===== src/rtl/ntt_ctrl_if.sv =====
// Handshake and RAM/ROM/butterfly strobe bundle between the NTT sequencer and its datapath.
interface ntt_ctrl_if;
    logic       start;
    logic       intt;
    logic       busy;
    logic       done;
    logic       rd_en;
    logic [7:0] rd_addr_a;
    logic [7:0] rd_addr_b;
    logic [7:0] tw_idx;
    logic       bfu_intt;
    logic       bfu_skip;
    logic       wr_en;
    logic [7:0] wr_addr_a;
    logic [7:0] wr_addr_b;

    modport master (
        input  start, intt,
        output busy, done, rd_en, rd_addr_a, rd_addr_b, tw_idx,
               bfu_intt, bfu_skip, wr_en, wr_addr_a, wr_addr_b
    );

    modport slave (
        output start, intt,
        input  busy, done, rd_en, rd_addr_a, rd_addr_b, tw_idx,
               bfu_intt, bfu_skip, wr_en, wr_addr_a, wr_addr_b
    );
endinterface


===== src/rtl/ntt_ctrl.sv =====
// ML-DSA NTT/INTT sequencer: issues 8 layers x 128 butterfly pairs, delays pair
// addresses into write-back, and drains the pipeline at every layer boundary.
//
// state | meaning
// IDLE  | waiting for start
// ISSUE | one coefficient pair read per cycle, i = 0..127
// DRAIN | WL cycles for in-flight pairs to write back
// DONE  | one-cycle completion pulse
module ntt_ctrl #(
    parameter int RAM_LAT = 1,
    parameter int BFU_LAT = 4
) (
    input logic        clk,
    input logic        rst,
    ntt_ctrl_if.master bus
);
    localparam int WL = RAM_LAT + BFU_LAT;
    localparam int CW = ($clog2(WL) > 0) ? $clog2(WL) : 1;

    localparam logic [1:0] S_IDLE  = 2'd0;
    localparam logic [1:0] S_ISSUE = 2'd1;
    localparam logic [1:0] S_DRAIN = 2'd2;
    localparam logic [1:0] S_DONE  = 2'd3;

    logic [1:0]    state, state_nxt;
    logic [2:0]    layer, layer_nxt;
    logic [6:0]    idx, idx_nxt;
    logic [CW-1:0] wait_cnt, wait_nxt;
    logic          mode, mode_nxt;

    logic          busy_q, done_q, rd_en_q;
    logic [7:0]    rd_a_q, rd_b_q, tw_q;

    logic          pv   [WL];
    logic [7:0]    pa_q [WL];
    logic [7:0]    pb_q [WL];

    always_comb begin
        state_nxt = state;
        layer_nxt = layer;
        idx_nxt   = idx;
        wait_nxt  = wait_cnt;
        mode_nxt  = mode;
        case (state)
            S_IDLE: begin
                if (bus.start) begin
                    mode_nxt  = bus.intt;
                    layer_nxt = 3'd0;
                    idx_nxt   = 7'd0;
                    state_nxt = S_ISSUE;
                end
            end
            S_ISSUE: begin
                if (idx == 7'd127) begin
                    state_nxt = S_DRAIN;
                    wait_nxt  = CW'(WL - 1);
                end else begin
                    idx_nxt = idx + 7'd1;
                end
            end
            S_DRAIN: begin
                if (wait_cnt == '0) begin
                    if (layer == 3'd7) begin
                        state_nxt = S_DONE;
                    end else begin
                        layer_nxt = layer + 3'd1;
                        idx_nxt   = 7'd0;
                        state_nxt = S_ISSUE;
                    end
                end else begin
                    wait_nxt = wait_cnt - CW'(1);
                end
            end
            S_DONE:  state_nxt = S_IDLE;
            default: state_nxt = S_IDLE;
        endcase
    end

    // Pair geometry is derived from the next-cycle counters so the registered
    // read strobe appears in the same cycle the FSM enters/continues ISSUE.
    logic       issue_nxt;
    logic [2:0] sh;
    logic [7:0] ii, grp, off, pair_a, pair_b, pair_tw;
    logic [8:0] tw_inv;

    always_comb begin
        issue_nxt = (state_nxt == S_ISSUE);
        sh        = mode_nxt ? layer_nxt : (3'd7 - layer_nxt);
        ii        = {1'b0, idx_nxt};
        grp       = ii >> sh;
        off       = ii & ((8'd1 << sh) - 8'd1);
        pair_a    = (grp << ({1'b0, sh} + 4'd1)) | off;
        pair_b    = pair_a + (8'd1 << sh);
        tw_inv    = (9'd1 << (4'd8 - {1'b0, layer_nxt})) - 9'd1 - {1'b0, grp};
        pair_tw   = mode_nxt ? tw_inv[7:0] : ((8'd1 << layer_nxt) + grp);
    end

    always_ff @(posedge clk or posedge rst) begin
        if (rst) begin
            state    <= S_IDLE;
            layer    <= 3'd0;
            idx      <= 7'd0;
            wait_cnt <= '0;
            mode     <= 1'b0;
            busy_q   <= 1'b0;
            done_q   <= 1'b0;
            rd_en_q  <= 1'b0;
            rd_a_q   <= 8'd0;
            rd_b_q   <= 8'd0;
            tw_q     <= 8'd0;
            for (int k = 0; k < WL; k++) begin
                pv[k]   <= 1'b0;
                pa_q[k] <= 8'd0;
                pb_q[k] <= 8'd0;
            end
        end else begin
            state    <= state_nxt;
            layer    <= layer_nxt;
            idx      <= idx_nxt;
            wait_cnt <= wait_nxt;
            mode     <= mode_nxt;
            busy_q   <= (state_nxt == S_ISSUE) || (state_nxt == S_DRAIN);
            done_q   <= (state_nxt == S_DONE);
            rd_en_q  <= issue_nxt;
            rd_a_q   <= issue_nxt ? pair_a  : 8'd0;
            rd_b_q   <= issue_nxt ? pair_b  : 8'd0;
            tw_q     <= issue_nxt ? pair_tw : 8'd0;
            // Idle read strobes carry zero addresses, so write-back is zero when invalid.
            pv[0]    <= rd_en_q;
            pa_q[0]  <= rd_a_q;
            pb_q[0]  <= rd_b_q;
            for (int k = 1; k < WL; k++) begin
                pv[k]   <= pv[k-1];
                pa_q[k] <= pa_q[k-1];
                pb_q[k] <= pb_q[k-1];
            end
        end
    end

    assign bus.busy      = busy_q;
    assign bus.done      = done_q;
    assign bus.rd_en     = rd_en_q;
    assign bus.rd_addr_a = rd_a_q;
    assign bus.rd_addr_b = rd_b_q;
    assign bus.tw_idx    = tw_q;
    assign bus.bfu_intt  = mode;
    assign bus.bfu_skip  = 1'b0;
    assign bus.wr_en     = pv[WL-1];
    assign bus.wr_addr_a = pa_q[WL-1];
    assign bus.wr_addr_b = pb_q[WL-1];
endmodule


===== src/flat_wrapper.sv =====
// flat-port wrapper written by rule: the top's interface ports become plain ports
module ntt_ctrl_flat 
#(
    parameter int RAM_LAT = 1,
    parameter int BFU_LAT = 4
)
  (clk, rst, bus_start, bus_intt, bus_busy, bus_done, bus_rd_en, bus_rd_addr_a, bus_rd_addr_b, bus_tw_idx, bus_bfu_intt, bus_bfu_skip, bus_wr_en, bus_wr_addr_a, bus_wr_addr_b);
  ntt_ctrl_if bus_i ();
  input logic clk;
  input logic rst;
  input wire logic [$bits(bus_i.start)-1:0] bus_start;
  input wire logic [$bits(bus_i.intt)-1:0] bus_intt;
  output wire logic [$bits(bus_i.busy)-1:0] bus_busy;
  output wire logic [$bits(bus_i.done)-1:0] bus_done;
  output wire logic [$bits(bus_i.rd_en)-1:0] bus_rd_en;
  output wire logic [$bits(bus_i.rd_addr_a)-1:0] bus_rd_addr_a;
  output wire logic [$bits(bus_i.rd_addr_b)-1:0] bus_rd_addr_b;
  output wire logic [$bits(bus_i.tw_idx)-1:0] bus_tw_idx;
  output wire logic [$bits(bus_i.bfu_intt)-1:0] bus_bfu_intt;
  output wire logic [$bits(bus_i.bfu_skip)-1:0] bus_bfu_skip;
  output wire logic [$bits(bus_i.wr_en)-1:0] bus_wr_en;
  output wire logic [$bits(bus_i.wr_addr_a)-1:0] bus_wr_addr_a;
  output wire logic [$bits(bus_i.wr_addr_b)-1:0] bus_wr_addr_b;
  assign bus_i.start = bus_start;
  assign bus_i.intt = bus_intt;
  assign bus_busy = bus_i.busy;
  assign bus_done = bus_i.done;
  assign bus_rd_en = bus_i.rd_en;
  assign bus_rd_addr_a = bus_i.rd_addr_a;
  assign bus_rd_addr_b = bus_i.rd_addr_b;
  assign bus_tw_idx = bus_i.tw_idx;
  assign bus_bfu_intt = bus_i.bfu_intt;
  assign bus_bfu_skip = bus_i.bfu_skip;
  assign bus_wr_en = bus_i.wr_en;
  assign bus_wr_addr_a = bus_i.wr_addr_a;
  assign bus_wr_addr_b = bus_i.wr_addr_b;
  ntt_ctrl #(.RAM_LAT(RAM_LAT), .BFU_LAT(BFU_LAT)) u_core (.clk(clk), .rst(rst), .bus(bus_i));
endmodule

===== config.mk =====
export PLATFORM = sky130hd
export DESIGN_NAME = ntt_ctrl_flat
export DESIGN_NICKNAME = d
export VERILOG_FILES = /design/src/rtl/ntt_ctrl_if.sv /design/src/rtl/ntt_ctrl.sv /design/src/flat_wrapper.sv
export SDC_FILE = /design/constraint.sdc
export NUM_CORES = 1
export LEC_CHECK = 0
export BUFFER_PORTS_ARGS = -buffer_cell sky130_fd_sc_hd__buf_4
export CAP_MARGIN = 25
export CORE_MARGIN = 4
export CORE_UTILIZATION = 40
export DETAILED_ROUTE_END_ITERATION = 16
export GPL_TIMING_DRIVEN = 0
export SYNTH_ARGS = -nofsm -noshare
export SYNTH_HDL_FRONTEND = slang
export SYNTH_SLANG_ARGS = --single-unit

===== constraint.sdc =====
create_clock -name clk -period 9.4 [get_ports clk]
set_clock_uncertainty 0.05 [all_clocks]
set_input_delay 0.94 -clock clk [delete_from_list [all_inputs] [get_ports clk]]
set_output_delay 0.94 -clock clk [all_outputs]
set_load 0.05 [all_outputs]

---- Word level (Yosys, flattened, before mapping) ----
Index checks and enable logic that the tools add are counted.
word-level totals
  register bits after elaboration ......... 128
operators by class
  reduce and logical (&&, ||, !) cells .... 5
  equal/unequal tests ..................... 10
  shift operators ......................... 5
  multiplexer cells ....................... 24
  bitwise operators ....................... 2
  add/subtract/negate cells ............... 11
operators by type and width
  cell                                              number
  2-to-1 mux 8 bit                                  4
  2-to-1 mux 7 bit                                  4
  case mux 7 bit (3 select lines)                   1
  2-to-1 mux 3 bit                                  6
  adder 8 bit                                       2
  << shifter 1 x 3 -> 8 bit, first input constant   2
  subtractor 8 x 1 -> 8 bit, second input constant  2
  case mux 3 bit (2 select lines)                   2
  bitwise AND 7 x 8 -> 8 bit                        1
  == test 2 bit, second input constant              4
  2-to-1 mux 2 bit                                  4
  bitwise OR 8 bit                                  1
  case mux 2 bit (4 select lines)                   1
  << shifter 1 x 4 -> 8 bit, first input constant   1
  << shifter 8 x 4 -> 8 bit                         1
  right shift 7 x 3 -> 8 bit                        1
  subtractor 8 bit                                  1
  adder 7 x 1 -> 7 bit, second input constant       1
  == test 7 bit, second input constant              1
  adder 3 x 1 -> 4 bit, second input constant       1
  == test 2 x 1 -> 1 bit, second input constant     2
  subtractor 4 x 3 -> 4 bit, first input constant   1
  adder 3 x 1 -> 3 bit, second input constant       1
  == test 3 bit, second input constant              1
  10 further kinds                                  11

---- Logic depth before layout (Yosys ltp) ----
  depth after elaboration ................. 12
  mapped depth ............................ 26
  depth with buffers taken out ............ 22

---- Worst setup path before layout ----
No wires, ideal clock.
  path kind ............................... in2reg
  start ................................... input bus_intt
  end ..................................... register u_core.rd_b_q[7], in the netlist u_core.bus.rd_addr_b[7]
  path slack .............................. 4.321 ns
  arrival ................................. 4.909 ns
  buffers on the path ..................... 3
  data required time ...................... 9.230 ns
  stages on the path ...................... 23
  cell sequence ........................... and3_1 -> a21oi_4 -> o31a_1 -> or2_1 -> buf_6 -> inv_4 -> buf_4 -> buf_4 -> ha_1 -> ha_1 -> o21ai_0 -> o32a_1 -> inv_1 -> ha_1 -> a21o_1 -> a21oi_1 -> o21bai_1 -> a21oi_1 -> o21ai_0 -> xor2_1 -> nand2_1 -> a31oi_1 -> a41o_1
on the way
  cells in the longest elaborated chain, start to end .. 9
  elaborated cells on any way between the ends .. 12
  classes of those cells .................. add/sub (3); shift (3); mux (4); bitwise (2)
ends and longest elaborated chain
  what                        line                            source
  start, declared             flat_wrapper.sv:12              input wire logic [$bits(bus_i.intt)-1:0] bus_intt;
  2-to-1 mux 1 bit (*)        ntt_ctrl.sv:46                  if (bus.start) begin
  2-to-1 mux 1 bit (*)        ntt_ctrl.sv:44                  case (state)
  2-to-1 mux 3 bit (*)        ntt_ctrl.sv:88                  sh = mode_nxt ? layer_nxt : (3'd7 - layer_nxt);
  << shifter 1 x 3 -> 8 bit   ntt_ctrl.sv:91, ntt_ctrl.sv:93
  subtractor 8 x 1 -> 8 bit   ntt_ctrl.sv:91                  off = ii & ((8'd1 << sh) - 8'd1);
  bitwise AND 7 x 8 -> 8 bit  ntt_ctrl.sv:91
  bitwise OR 8 bit            ntt_ctrl.sv:92                  pair_a = (grp << ({1'b0, sh} + 4'd1)) | off;
  adder 8 bit (*)             ntt_ctrl.sv:93                  pair_b = pair_a + (8'd1 << sh);
  2-to-1 mux 8 bit (*)        ntt_ctrl.sv:126                 rd_b_q <= issue_nxt ? pair_b : 8'd0;
  end signal, assigned        ntt_ctrl.sv:126
  end, declared               ntt_ctrl.sv:32                  logic [7:0] rd_a_q, rd_b_q, tw_q;
Every way passes the cells marked *; elsewhere a longest branch is shown, timed or not.
A chain may end at the register's enable or synchronous reset.

---- Final worst setup path ----
  start ................................... register u_core.state[1]
  end ..................................... register u_core.rd_b_q[7], in the netlist u_core.bus.rd_addr_b[7]
on the way
  cells in the longest elaborated chain, start to end .. 10
  elaborated cells on any way between the ends .. 23
  classes of those cells .................. add/sub (4); eq/ne (4); shift (3); mux (9); bitwise (2); reduce/logical (1)
ends and longest elaborated chain
  what                                              line                            source
  start, declared                                   ntt_ctrl.sv:25                  logic [1:0] state, state_nxt;
  start signal, assigned                            ntt_ctrl.sv:117                 state <= state_nxt;
  == test 2 bit or zero test 2 bit (tied branches)  ntt_ctrl.sv:44
  case mux 3 bit (2 select lines)                   ntt_ctrl.sv:44
  subtractor 3 bit                                  ntt_ctrl.sv:88
  2-to-1 mux 3 bit                                  ntt_ctrl.sv:88
  << shifter 1 x 3 -> 8 bit                         ntt_ctrl.sv:91, ntt_ctrl.sv:93
  subtractor 8 x 1 -> 8 bit                         ntt_ctrl.sv:91
  bitwise AND 7 x 8 -> 8 bit                        ntt_ctrl.sv:91
  bitwise OR 8 bit                                  ntt_ctrl.sv:92
  adder 8 bit                                       ntt_ctrl.sv:93
  2-to-1 mux 8 bit (*)                              ntt_ctrl.sv:126
Marks and branches as above.

==> impl_metrics.yaml <==
cts:
  cts_resized: 0
  insertion_delay_ns: 0.41
  cts-root-buf: "clkbuf_16"
  htreeDepth: 4
  cts_hold_buf: 0
  postCtsSetupBuffers: 0
  cts_sinks: 128
  cts_max_path_buffers: 2
  cts_buffers: 17
  cts_tree: "done"
  clk_pin_slew_ns: 0.06
hold_path:
  hold_path_end: "u_core.pa_q[20]"
  min_from: "u_core.pa_q[28]"
  worstHoldPathType: "register to register"
  min_path_cells: 0
status:
  status: "finished clean"
route:
  vias: 4188
  dr.pass1.iters: 5
  wl_per_cell_um: 15.19
  drtIter0Drc: 284
  vias_per_cell: 5.083
  postRouteAntennaNets: 0
  route.detailed.drc: 0
  finalWirelength_um: 12510
place:
  place.gp.congestion: 0.8503
  hpwl_um: 9142
  port_buffers: 48
final_layout:
  fin_util: 0.4862
  drive_above_1_share: 0.2138
  antenna_cells: 0
  syn_to_final_growth_pct: 19.74
  fillers: 1364
  nNetsFinal: 672
yosys:
  synthesis.area_um2: 6150
  synth_top_area_cell: "dfrtp_1"
  yosysMostFrequentCell: "dfrtp_1"
  synth_edf_count: 0
  syn_area_per_cell_um2: 11.08
  yosysTopAreaCellShare: 0.5209
  synth-seq-cells: 128
  ys_types: 73
  synth_common_cells: "128 x dfrtp_1, 47 x nand2_1, 42 x ha_1"
  synth_area_leaders: "dfrtp_1 52%, ha_1 8.5%, nand2_1 2.9%"
  ys_warn_count: 0
  ys_seq_area_frac: 0.5209
  synth_fp_nets: 604
  ys.flop_type: "dfrtp_1"
  syn-instance-count: 555
  async_reset_ff_frac: 1.000
critical_path:
  cp.arrival_ns: 6.00
  reg2reg_depth: 25
  slowest_stage: "o32a_1"
  crit_family: "compound AO/OA/AOI/OAI gates"
  worst_path_largest_cell_delay_ns: 0.46
  setup.worst_path.class: "register to register"
  worstPathRequired_ns: 9.65
  crit_fanout: 11
  worst_path_most_repeated_cell: "ha_1"
  timing.rr.end: "u_core.bus.rd_addr_b[7]"
  crit_buf_inv: 7
  start_kind: "register"
  r2r_start: "u_core.state[1]"
  rrSetupSlack_ns: 3.65
  endpoint_kind: "register"
sta:
  finalSetupTns_ns: 0
  setup_viol: 0
  rsz0062_at_grt: "no"
  worst_slew_pin_slew_ns: 0.6551
  period_needed_ns: 5.749
  clock.fmax_mhz: 173.9
  finalHoldViolCount: 0
  finalCritPeriodShare: 0.6116
  hold-worst-slack_ns: 0.2911
  finalMaxSlewViolations: 0
  max_slew_margin: 0.5632
floorplanning:
  core_area_um2: 15150
  die_x_um: 132.0
  dieHeight_um: 132.0
  die-area_um2: 17420
  io_pins: 50
  start_util: 0.4060
  fp-row-count: 45
power:
  p_leak_nw: 3.710
  p_total_mw: 2.814
  ir_drop_v: 0.0001432
  p_per_area_nw_per_um2: 382.2
grt:
  grt_pass1_vias: 4261
  overflow: 0
  grt_pass1_wl_um: 21180
  antenna_found_initial: 0
  grt_start_max_net_pins: 97
  grt.total_usage: 0.1524
flow_run:
  maxCapViolCount: 0
-- state kept, by name, summed over array words and instances, names as in the netlist --
name and flops:
u_core.bus.bfu_intt 1, u_core.bus.busy 1, u_core.bus.done 1, u_core.bus.rd_addr_a 8
u_core.bus.rd_addr_b 8, u_core.bus.rd_en 1, u_core.bus.tw_idx 8, u_core.bus.wr_addr_a 8
u_core.bus.wr_addr_b 8, u_core.bus.wr_en 1, u_core.idx 7, u_core.layer 3
u_core.pa_q 32, u_core.pb_q 32, u_core.pv 4, u_core.state 2
u_core.wait_cnt 3
-- per-stage QoR --
stage / std cells / worst slack, ns / cell area (um2)
6_report: 824 / 3.651 / 7363
5_1_grt: 824 / 3.199 / 7363
4_1_cts: 824 / 3.658 / 7363
3_5_place_dp: 792 / 3.468 / 6778
3_3_place_gp: 791 / 3.430 / 6745
2_1_floorplan: 555 / 4.321 / 6150
-- cells in the final DEF, fill, tap and decap left out, drive strengths merged, types with 3 or more instances in the layout --
master	Yosys	layout
buf	27	76
a21o	8	8
and2	20	20
a31oi	4	4
clkbuf	6	24
nor2b	10	10
nand3	11	11
nand2b	5	5
clkinvlp	0	3
and3	4	4
o21ai	28	28
nand2	47	47
a211oi	3	3
clkinv	0	4
xor2	6	6
nor2	42	42
nor4	5	5
inv	39	44
o22ai	5	5
mux2i	7	7
a21boi	8	8
a22o	3	3
dfrtp	128	128
ha	42	42
nor3	7	7
o21bai	6	6
fa	3	3
or2	3	3
a21oi	26	26
xnor2	16	16
-- power by group --
part | leakage [nW] | internal (mW) | switching [mW]
Sequential | 1.74 | 0.679 | 0.0501
Combinational | 1.69 | 0.522 | 0.920
Clock | 0.280 | 0.395 | 0.249
Total | 3.71 | 1.60 | 1.22
-- layout make-up --
| type | instances | area [um2] | share of cell area |
|---|---|---|---|
| multi-input cells | 355 | 2564 | 0.3482 |
| clock inverters | 14 | 156.4 | 0.02124 |
| well taps | 188 | 235.2 | 0.03195 |
| clock buffers | 18 | 429.2 | 0.05828 |
| repair buffers | 49 | 387.9 | 0.05268 |
| inverters | 39 | 156.4 | 0.02124 |
| plain buffers | 33 | 231.5 | 0.03144 |
| flip-flops and latches | 128 | 3203 | 0.4350 |
-- layer usage --
layer,share of wire,up-vias,GRT usage
li1,-,2019,-
met1,0.45,2023,0.1954
met2,0.48,121,0.2469
met3,0.050,25,0.04237
met4,0.020,0,0.05776
met5,0,-,0
-- worst register-to-register path: stages, from the launching register on --
cell	delay (ns)
dfrtp_1	0.43
inv_1	0.09
ha_1	0.19
buf_4	0.17
and3_1	0.17
a21oi_4	0.32
o31a_1	0.22
or2_1	0.15
buf_6	0.17
inv_4	0.08
buf_4	0.18
buf_4	0.18
ha_1	0.24
ha_1	0.42
o21ai_0	0.28
o32a_1	0.46
inv_1	0.07
ha_1	0.22
a21o_1	0.18
a21oi_1	0.22
o21bai_1	0.10
a21oi_1	0.23
o21ai_0	0.14
xor2_1	0.32
nor2b_1	0.09
a41o_1	0.24
-- how the worst max path moves through the flow --
stage,startpoint,endpoint,slack (ns),cells after the start
floorplan,bus_intt,u_core.bus.rd_addr_b[7],4.32,23
global placement,bus_start,u_core.bus.rd_addr_b[7],3.43,23
detailed placement,bus_start,u_core.bus.rd_addr_b[7],3.47,23
CTS,u_core.state[1],u_core.bus.rd_addr_b[7],3.66,25
global route,u_core.state[0],u_core.bus.rd_addr_b[7],3.20,26
finish,u_core.state[1],u_core.bus.rd_addr_b[7],3.65,25
-- cells by family (layout without fill, tap and decap cells) --
family          count (synthesis)  count (layout)  synth area share
flops                         128             128            0.5209
other cells                     1               1         0.0006098
xor+xnor                       22              22           0.03561
buf+inv                        72             153           0.06226
compound gates                116             116            0.1390
simple gates                  163             163            0.1333
fa+ha+maj                      45              45           0.09522
mux                             8               8           0.01323
Note: power is estimated with default switching activity, not from simulation.
